$ cat src/rtl/cpu_pkg.sv
// Shared constants and fetch FSM encoding for the CPU front end.
package cpu_pkg;
    localparam int CPU_PC_W   = 12;
    localparam int CPU_INST_W = 19;
    localparam int FQ_DEPTH   = 4;

    typedef enum logic [1:0] {
        IDLE = 2'd0,
        WAIT = 2'd1,
        DROP = 2'd2
    } fetch_state_t;
endpackage

$ cat src/rtl/fetch_queue.sv
// Prefetch FIFO of {instruction, pc+1}; head is combinational from storage, push/pop take effect next clk.
// Pop on empty is ignored; clear wins over push and pop; caller only pushes when an entry is free.
module fetch_queue
    import cpu_pkg::*;
#(
    parameter int DEPTH  = FQ_DEPTH,
    parameter int PC_W   = CPU_PC_W,
    parameter int INST_W = CPU_INST_W
) (
    input  logic                     clk,
    input  logic                     rst,
    input  logic                     push,
    input  logic                     pop,
    input  logic                     clear,
    input  logic [INST_W-1:0]        pushInst,
    input  logic [PC_W-1:0]          pushPc,
    output logic                     headValid,
    output logic [INST_W-1:0]        headInst,
    output logic [PC_W-1:0]          headPc,
    output logic [$clog2(DEPTH):0]   count
);
    localparam int PTR_W = $clog2(DEPTH);
    localparam int CNT_W = PTR_W + 1;

    logic [INST_W-1:0] instMem [DEPTH];
    logic [PC_W-1:0]   pcMem   [DEPTH];
    logic [PTR_W-1:0]  rdPtr;
    logic [PTR_W-1:0]  wrPtr;
    logic              doPop;
    logic              doPush;
    logic              full;

    assign full      = (count == CNT_W'(DEPTH));
    assign doPop     = pop && (count != '0);
    assign doPush    = push && (!full || doPop);
    assign headValid = (count != '0);
    assign headInst  = instMem[rdPtr];
    assign headPc    = pcMem[rdPtr];

    always_ff @(posedge clk or negedge rst) begin
        if (!rst) begin
            rdPtr <= '0;
            wrPtr <= '0;
            count <= '0;
            for (int i = 0; i < DEPTH; i++) begin
                instMem[i] <= '0;
                pcMem[i]   <= '0;
            end
        end else if (clear) begin
            rdPtr <= '0;
            wrPtr <= '0;
            count <= '0;
        end else begin
            if (doPush) begin
                instMem[wrPtr] <= pushInst;
                pcMem[wrPtr]   <= pushPc;
                wrPtr          <= wrPtr + 1'b1;
            end
            if (doPop) begin
                rdPtr <= rdPtr + 1'b1;
            end
            case ({doPush, doPop})
                2'b10:   count <= count + 1'b1;
                2'b01:   count <= count - 1'b1;
                default: count <= count;
            endcase
        end
    end
endmodule

$ cat src/rtl/instruction_fetch_unit.sv
// Fetch PC, single-outstanding req/ack instruction fetch and prefetch queue feeding IF/ID; min 2 clk fetch latency.
// Issue stalls while the queue is full or halt is high; IF/ID stall simply holds the queue head.
module instruction_fetch_unit
    import cpu_pkg::*;
#(
    parameter int DEPTH  = FQ_DEPTH,
    parameter int PC_W   = CPU_PC_W,
    parameter int INST_W = CPU_INST_W
) (
    input  logic                     clk,
    input  logic                     rst,
    input  logic                     redirect,
    input  logic [PC_W-1:0]          redirectPc,
    input  logic                     ifIdWr,
    input  logic                     halt,
    output logic                     imemReq,
    output logic [PC_W-1:0]          imemAddr,
    input  logic                     imemAck,
    input  logic [INST_W-1:0]        imemData,
    output logic                     instValid,
    output logic [INST_W-1:0]        instOut,
    output logic [PC_W-1:0]          pcPlus1Out,
    output logic [$clog2(DEPTH):0]   queueCount
);
    localparam int CNT_W = $clog2(DEPTH) + 1;

    fetch_state_t    state;
    fetch_state_t    stateNext;
    logic [PC_W-1:0] fetchPc;
    logic [PC_W-1:0] fetchPcNext;
    logic [PC_W-1:0] reqAddr;
    logic [PC_W-1:0] pcPlus1;
    logic            push;
    logic            notFull;

    assign notFull = (queueCount != CNT_W'(DEPTH));
    assign pcPlus1 = fetchPc + 1'b1;

    // A redirect while waiting moves fetchPc, but the bus keeps showing the stale address until its ack.
    assign imemAddr = (state == DROP) ? reqAddr : fetchPc;

    always_comb begin
        stateNext   = state;
        fetchPcNext = fetchPc;
        push        = 1'b0;
        case (state)
            IDLE: begin
                if (redirect) begin
                    fetchPcNext = redirectPc;
                end else if (!halt && notFull) begin
                    stateNext = WAIT;
                end
            end
            WAIT: begin
                if (redirect) begin
                    fetchPcNext = redirectPc;
                    stateNext   = imemAck ? IDLE : DROP;
                end else if (imemAck) begin
                    push        = 1'b1;
                    fetchPcNext = pcPlus1;
                    stateNext   = IDLE;
                end
            end
            DROP: begin
                if (redirect) begin
                    fetchPcNext = redirectPc;
                end
                if (imemAck) begin
                    stateNext = IDLE;
                end
            end
            default: stateNext = IDLE;
        endcase
    end

    always_ff @(posedge clk or negedge rst) begin
        if (!rst) begin
            state   <= IDLE;
            fetchPc <= '0;
            reqAddr <= '0;
            imemReq <= 1'b0;
        end else begin
            state   <= stateNext;
            fetchPc <= fetchPcNext;
            imemReq <= (stateNext != IDLE);
            if (state == IDLE && stateNext == WAIT) begin
                reqAddr <= fetchPc;
            end
        end
    end

    fetch_queue #(
        .DEPTH  (DEPTH),
        .PC_W   (PC_W),
        .INST_W (INST_W)
    ) u_queue (
        .clk       (clk),
        .rst       (rst),
        .push      (push),
        .pop       (ifIdWr),
        .clear     (redirect),
        .pushInst  (imemData),
        .pushPc    (pcPlus1),
        .headValid (instValid),
        .headInst  (instOut),
        .headPc    (pcPlus1Out),
        .count     (queueCount)
    );
endmodule
$ cat config.mk
export PLATFORM = sky130hd
export DESIGN_NAME = instruction_fetch_unit
export DESIGN_NICKNAME = d
export VERILOG_FILES = /design/src/rtl/cpu_pkg.sv /design/src/rtl/fetch_queue.sv /design/src/rtl/instruction_fetch_unit.sv
export SDC_FILE = /design/constraint.sdc
export NUM_CORES = 1
export LEC_CHECK = 0
export CAP_MARGIN = 0
export CORE_ASPECT_RATIO = 0.8
export CORE_MARGIN = 2
export CORE_UTILIZATION = 51
export DETAILED_ROUTE_END_ITERATION = 10
export PLACE_DENSITY = 0.76
export SETUP_SLACK_MARGIN = 0.5
export SLEW_MARGIN = 20
export SYNTH_ARGS = -nofsm -noshare
export SYNTH_HDL_FRONTEND = slang
export SYNTH_SLANG_ARGS = --single-unit
export TNS_END_PERCENT = 1
$ cat constraint.sdc
create_clock -name clk -period 2.5 [get_ports clk]
set_clock_uncertainty 0.15 [all_clocks]
set_input_delay 0.375 -clock clk [delete_from_list [all_inputs] [get_ports clk]]
set_output_delay 0.375 -clock clk [all_outputs]
set_load 0.02 [all_outputs]
After elaboration in Yosys (flattened, before gate mapping)

Cells that the tools add are included.

Register bits after elaboration: 158
Input port bits: 37
Output and inout port bits: 48
Word-level logic and storage cells: 85

$add $sub $neg: 5
$lt $le $gt $ge: 3
Equality and inequality tests: 9
Mux-type cells: 32
Bitwise logic cells: 3
Reductions and logical operators: 18

Operators by type and width:

| operator                                      | count |
|---|---|
| two-way mux 12 bit                            | 7 |
| bitwise mux 76 bit                            | 1 |
| two-way mux 19 bit                            | 3 |
| bitwise mux 48 bit                            | 1 |
| binary-select mux 19 bit (select 2 bit)       | 1 |
| demux 19 bit (select 2 bit)                   | 1 |
| binary-select mux 12 bit (select 2 bit)       | 1 |
| demux 12 bit (select 2 bit)                   | 1 |
| case mux 12 bit (2 select lines)              | 1 |
| two-way mux 2 bit                             | 9 |
| adder 12 x 1 -> 12 bit, second input constant | 1 |
| nonzero test 2 bit                            | 4 |
| == test 2 x 1 -> 1 bit, second input constant | 3 |
| >= comparator 3 bit, second input constant    | 2 |
| != test 3 bit, second input constant          | 2 |
| NOT 2 -> 3 bit                                | 2 |
| case mux 2 bit (3 select lines)               | 1 |
| case mux 3 bit (2 select lines)               | 1 |
| nonzero test 3 bit                            | 2 |
| logical AND 1 bit                             | 5 |
| adder 2 x 1 -> 2 bit, second input constant   | 2 |
| == test 2 bit, second input constant          | 2 |
| adder 3 x 1 -> 3 bit, second input constant   | 1 |
| == test 3 bit, second input constant          | 1 |
| 12 further kinds                              | 15 |

Longest topological paths before layout

Word-level depth: 7
Depth in mapped cells: 8
Gate-level depth less buffers: 7

Cells and area by module

From an unflattened synthesis, not the netlist that was laid out.

Cell total of the unflattened synthesis: 521
Area, all modules: 8171.6 um2

Modules (own cells, without submodules):

| module                 | instances | cells each | area each (um2) | seq. area each (um2) |
|---|---|---|---|---|
| fetch_queue            | 1         | 362        | 6568.8          | 3278.1 |
| instruction_fetch_unit | 1         | 159        | 1602.8          | 675.6 |

Worst setup path before layout

OpenSTA, ideal clock, no wires.

Path type: reg-to-reg
Start: register u_queue.count[1]
End: register u_queue.count[2]
Setup time: 0.082 ns
Arrival time: 2.511 ns
Data required time: 2.268 ns
Slack: -0.244 ns
Stages on the path, launching flop included: 8
Buffers on the path: 0
Period minus slack after synthesis: 2.744 ns
Path through: dfrtp_1 or3_2 nand2_1 nor2_1 fa_1 or4b_1 a21o_1 a31oi_1

Cells in the longest elaborated chain, start to end: 7
Elaborated cells on any way between the ends: 13
Classes of those cells: add/sub (2); eq/ne (3); mux (2); reduce/logical (6)

Ends and longest elaborated chain:

| item                                                    | line                         | RTL |
|---|---|---|
| start, declared                                         | fetch_queue.sv:20            | `output logic [$clog2(DEPTH):0] count` |
| start signal, assigned                                  | fetch_queue.sv:63            | `2'b10: count <= count + 1'b1;` |
| start signal, assigned                                  | fetch_queue.sv:64            | `2'b01: count <= count - 1'b1;` |
| start signal, assigned                                  | fetch_queue.sv:65            | `default: count <= count;` |
| nonzero test 3 bit (*)                                  | n/a                          |  |
| named net instValid                                     | instruction_fetch_unit.sv:20 | `output logic instValid,` |
| logical AND 1 bit (*)                                   | fetch_queue.sv:34            | `assign doPop = pop && (count != '0);` |
| logical OR 1 bit                                        | fetch_queue.sv:35            | `assign doPush = push && (!full \|\| doPop);` |
| logical AND 1 bit                                       | fetch_queue.sv:35            |  |
| == test 2 x 1 -> 1 bit or == test 2 bit (tied branches) | fetch_queue.sv:62            | `case ({doPush, doPop})` |
| case mux 3 bit (2 select lines)                         | fetch_queue.sv:62            |  |
| two-way mux 3 bit                                       | fetch_queue.sv:49            | `end else if (clear) begin` |

Mark *: on every way through the listed nets, which the timed path passes. The rest lies on a longest branch.
A chain may end at the register's enable or synchronous reset.

Final worst setup path

Start: register u_queue.rdPtr[0]
End: output pcPlus1Out[1]

Cells in the longest elaborated chain, start to end: 4

Ends and longest elaborated chain:

| item                                                  | line                         | RTL |
|---|---|---|
| start, declared                                       | fetch_queue.sv:27            | `logic [PTR_W-1:0] rdPtr;` |
| start signal, assigned                                | fetch_queue.sv:60            | `rdPtr <= rdPtr + 1'b1;` |
| NOT 2 -> 3 bit (implied by the code)                  | fetch_queue.sv:38            | `assign headPc = pcMem[rdPtr];` |
| binary-select mux 12 bit (select 2 bit)               | fetch_queue.sv:38            |  |
| two-way mux 12 bit (implied by the code) (2 in a row) | fetch_queue.sv:38            |  |
| end, declared                                         | instruction_fetch_unit.sv:22 | `output logic [PC_W-1:0] pcPlus1Out,` |

No other way between the ends. The select of a mux whose other input is x is not followed.

==> impl_metrics.csv <==
group,metric,value,unit
yosys,ys_types,54,
clocking,cts_buffers,17,
yosys,synth_area_leader_cell,"dfrtp_1",
outcome,status,"finished, final reports clean",
setup_path,crit_family,"multiplexers",
place,place.gp.congestion,0.828,
clocking,cts.path.max_buffers,2,
grt,grt_pass1_wl,28200,um
setup_path,required,1980,ps
detailed_routing,vias,4816,
yosys,synth_edf_count,0,
detailed_routing,post_drt_wl_per_cell,19.9,um
power,p_sw,2230,uW
power,clockPowerShare,0.323,
setup_path,path_buf_inv,4,
detailed_routing,dr.pass1.iters,4,
setup_path,critPathArrivalTime,1880,ps
grt,gr-usage-all-layers,0.226,
setup_path,worstPathMaxFanout,8,
min_path,min_path_type,"in -> async",
sta,slew_violations,0,
setup_path,slowest_delay,520,ps
sta,finalCritPeriodShare,0.962,
floorplanning,die_area,0.0166,sq mm
yosys,synth_xor_area_frac,0.0152,
layout,stdcell_area,0.00987,sq mm
yosys,yosys-mux-area-fraction,0.328,
yosys,synth_area_leaders,"dfrtp_1 50%, mux2_4 18%, mux4_2 8.8%",
power,powerDensity,795,mW/mm^2
setup_path,end_kind,"output pin",
clocking,htreeDepth,4,
sta,hold_violations,0,
clocking,cts_tree,"yes",
yosys,synth_top_area_frac,0.496,
yosys,yosys-top-cells-count,"158 x dfrtp_1, 96 x mux2_4, 40 x mux2_2",
power,power_frac_comb,0.269,
sta,period_minus_slack,2400,ps
yosys,synth-adder-area-share,0.0104,
yosys,synthCells,525,
floorplanning,ioPinCount,85,
sta,setup_violations,0,
setup_path,critPathMostFrequentCell,"buf_6",
grt,grt_max_degree,58,
yosys,synth-compound-area-share,0.0404,
yosys,synth_most_common_cell,"dfrtp_1",
sta,rsz0062_at_grt,"true",
yosys,seq_area_frac_synth,0.496,
floorplanning,fp-row-count,40,
yosys,synth_fp_nets,568,
setup_path,crit_chain,"buf_6 > buf_12 > buf_16 > mux4_2 > buf_6",
detailed_routing,remaining_drc_errors,0,
job,cap_violations,0,
yosys,synth-seq-cells,158,
grt,antenna_found_initial,0,
power,internal-power,5620,uW
layout,area_delta_synth_final,24.0,%
detailed_routing,avgViaCountPerCell,5.56,
clocking,cts_root_buf,"clkbuf_16",
setup_path,slowest_stage,"mux4_2",
layout,drive_above_1_share,0.459,
yosys,synth_top_family_by_area,"multiplexers",
power,leakagePower,0.00472,uW
yosys,avgSynthCellArea,15.2,sq um
yosys,async_reset_ff_frac,1.00,
layout,nNetsFinal,689,
floorplanning,core-area,0.0152,sq mm
layout,diodes,0,
yosys,synthFlopType,"dfrtp_1",
grt,grt_pass1_vias,5148,
clocking,clk_pin_slew,60,ps
floorplanning,die_w,144,um
setup_path,cp-start-kind,"register",
sta,slew_headroom,0.629,
detailed_routing,drt-initial-drc-count,247,
sta,final.setup.tns,0,ps
yosys,netlist_area,0.00796,sq mm
place,port_buffers,84,
power,pwr-share-seq,0.408,
floorplanning,start_util,0.525,
yosys,ys_warn_count,0,
setup_path,crit_type,"reg -> out",
power,switching_share,0.284,
sta,fin_hold_ws,323,ps
sta,fmax,416,MHz
place,place_hpwl,11400,um
place,place_area,0.00922,sq mm
detailed_routing,ant_nets,0,
power,peakVddDrop,0.423,mV
sta,worst_pin_slew,555,ps
detailed_routing,wl,17200,um
yosys,synthSimpleGateAreaFrac,0.0632,
clocking,clkLatencyLatePin,430,ps
grt,grt.overflow.total,0,
floorplanning,die_y,116,um
clocking,clock-sinks,158,
-- power by group through the flow --
stage	Clock, uW	Combinational, uW	Sequential (uW)
final	2530	2110	3210
after global routing	2700	2250	3260
after CTS	2580	2110	3200
after detailed placement	0	2230	3240
after global placement	0	2180	3210
after floorplan	0	1380	3150
-- cell usage in the layout (no fill, tap or decap), types with 8 or more instances in the layout --
master	synthesis	layout
dfrtp_1	158	154
mux2_4	96	96
mux2_2	40	40
clkdlybuf4s50_1	0	40
buf_4	2	32
mux4_2	31	31
nand2_1	29	28
buf_2	7	22
o21ai_0	20	20
nor2_1	18	17
clkbuf_16	0	17
buf_12	8	15
buf_6	3	13
a21oi_1	8	8
xor2_1	8	8
clkdlybuf4s15_1	0	8
-- sequential cells by signal, indices dropped and copies added, names as in the netlist, 2 cells and up --
name	flops
u_queue.instMem	76
u_queue.rdPtr	2
fetchPc	12
u_queue.count	3
state	2
reqAddr	12
u_queue.pcMem	48
u_queue.wrPtr	2
-- layer usage --
layer | up-vias | global-route usage | wire length, um
li1 | 2167 | - | -
met3 | 23 | 0.0562 | 809
met4 | 0 | 0.0680 | 236
met5 | - | 0 | 0
met1 | 2507 | 0.323 | 8160
met2 | 119 | 0.346 | 8040
-- repair_timing --
action / 4_1_cts / 5_1_grt
setup buffers: 8 / 0
hold buffers: 1 / 0
gates cloned: 3 / 0
pin swaps: 0 / 0
gates resized for setup: 176 / 3
endpoints found under the hold margin: 53 / 0
endpoints found under the setup margin: 164 / 178
-- final timing paths --
check                                           end               from  depth (start not counted)  slack [ps]
worst max register to register     u_queue.count[2]   u_queue.count[0]                          7         120
worst max-delay path                  pcPlus1Out[1]   u_queue.rdPtr[0]                          5         100
worst min-delay path            u_queue.instMem[15]                rst                          2         320
max in group asynchronous        u_queue.instMem[1]                rst                          3        1170
min in group clk                  u_queue.pcMem[12]  u_queue.pcMem[12]                          2         330
worst min register to register    u_queue.pcMem[12]  u_queue.pcMem[12]                          2         330
-- stage by stage --
| step | std cells | power (uW) | worst slack, ps | utilization |
|---|---|---|---|---|
| 2_1_floorplan | 525 | 4530 | 100 | - |
| 3_3_place_gp | 825 | 5380 | -151 | 0.608 |
| 3_5_place_dp | 825 | 5470 | -217 | 0.608 |
| 4_1_cts | 866 | 7900 | 98.2 | 0.651 |
| 5_1_grt | 866 | 8210 | 31.0 | 0.651 |
| 6_report | 866 | 7850 | 95.4 | 0.651 |
-- kinds of logic after synthesis --
| logic type | count (synthesis) |
|---|---|
| muxes | 169 |
| DFF | 158 |
| and+or+nand+nor | 88 |
| AOI/OAI and AO/OA | 52 |
| buffers and inverters | 39 |
| xor gates and xnor gates | 13 |
| adders and majority gates | 6 |
-- layout make-up --
cell class	instances	area [sq um]
Clock buffer	22	484
Clock inverter	7	87.6
Fill cell	1062	5290
Inverter	3	11.3
Multi-Input combinational cell	328	3680
Sequential cell	158	3960
Tap cell	210	263
Timing Repair Buffer	138	1390
(Power assumes the default switching activity.)
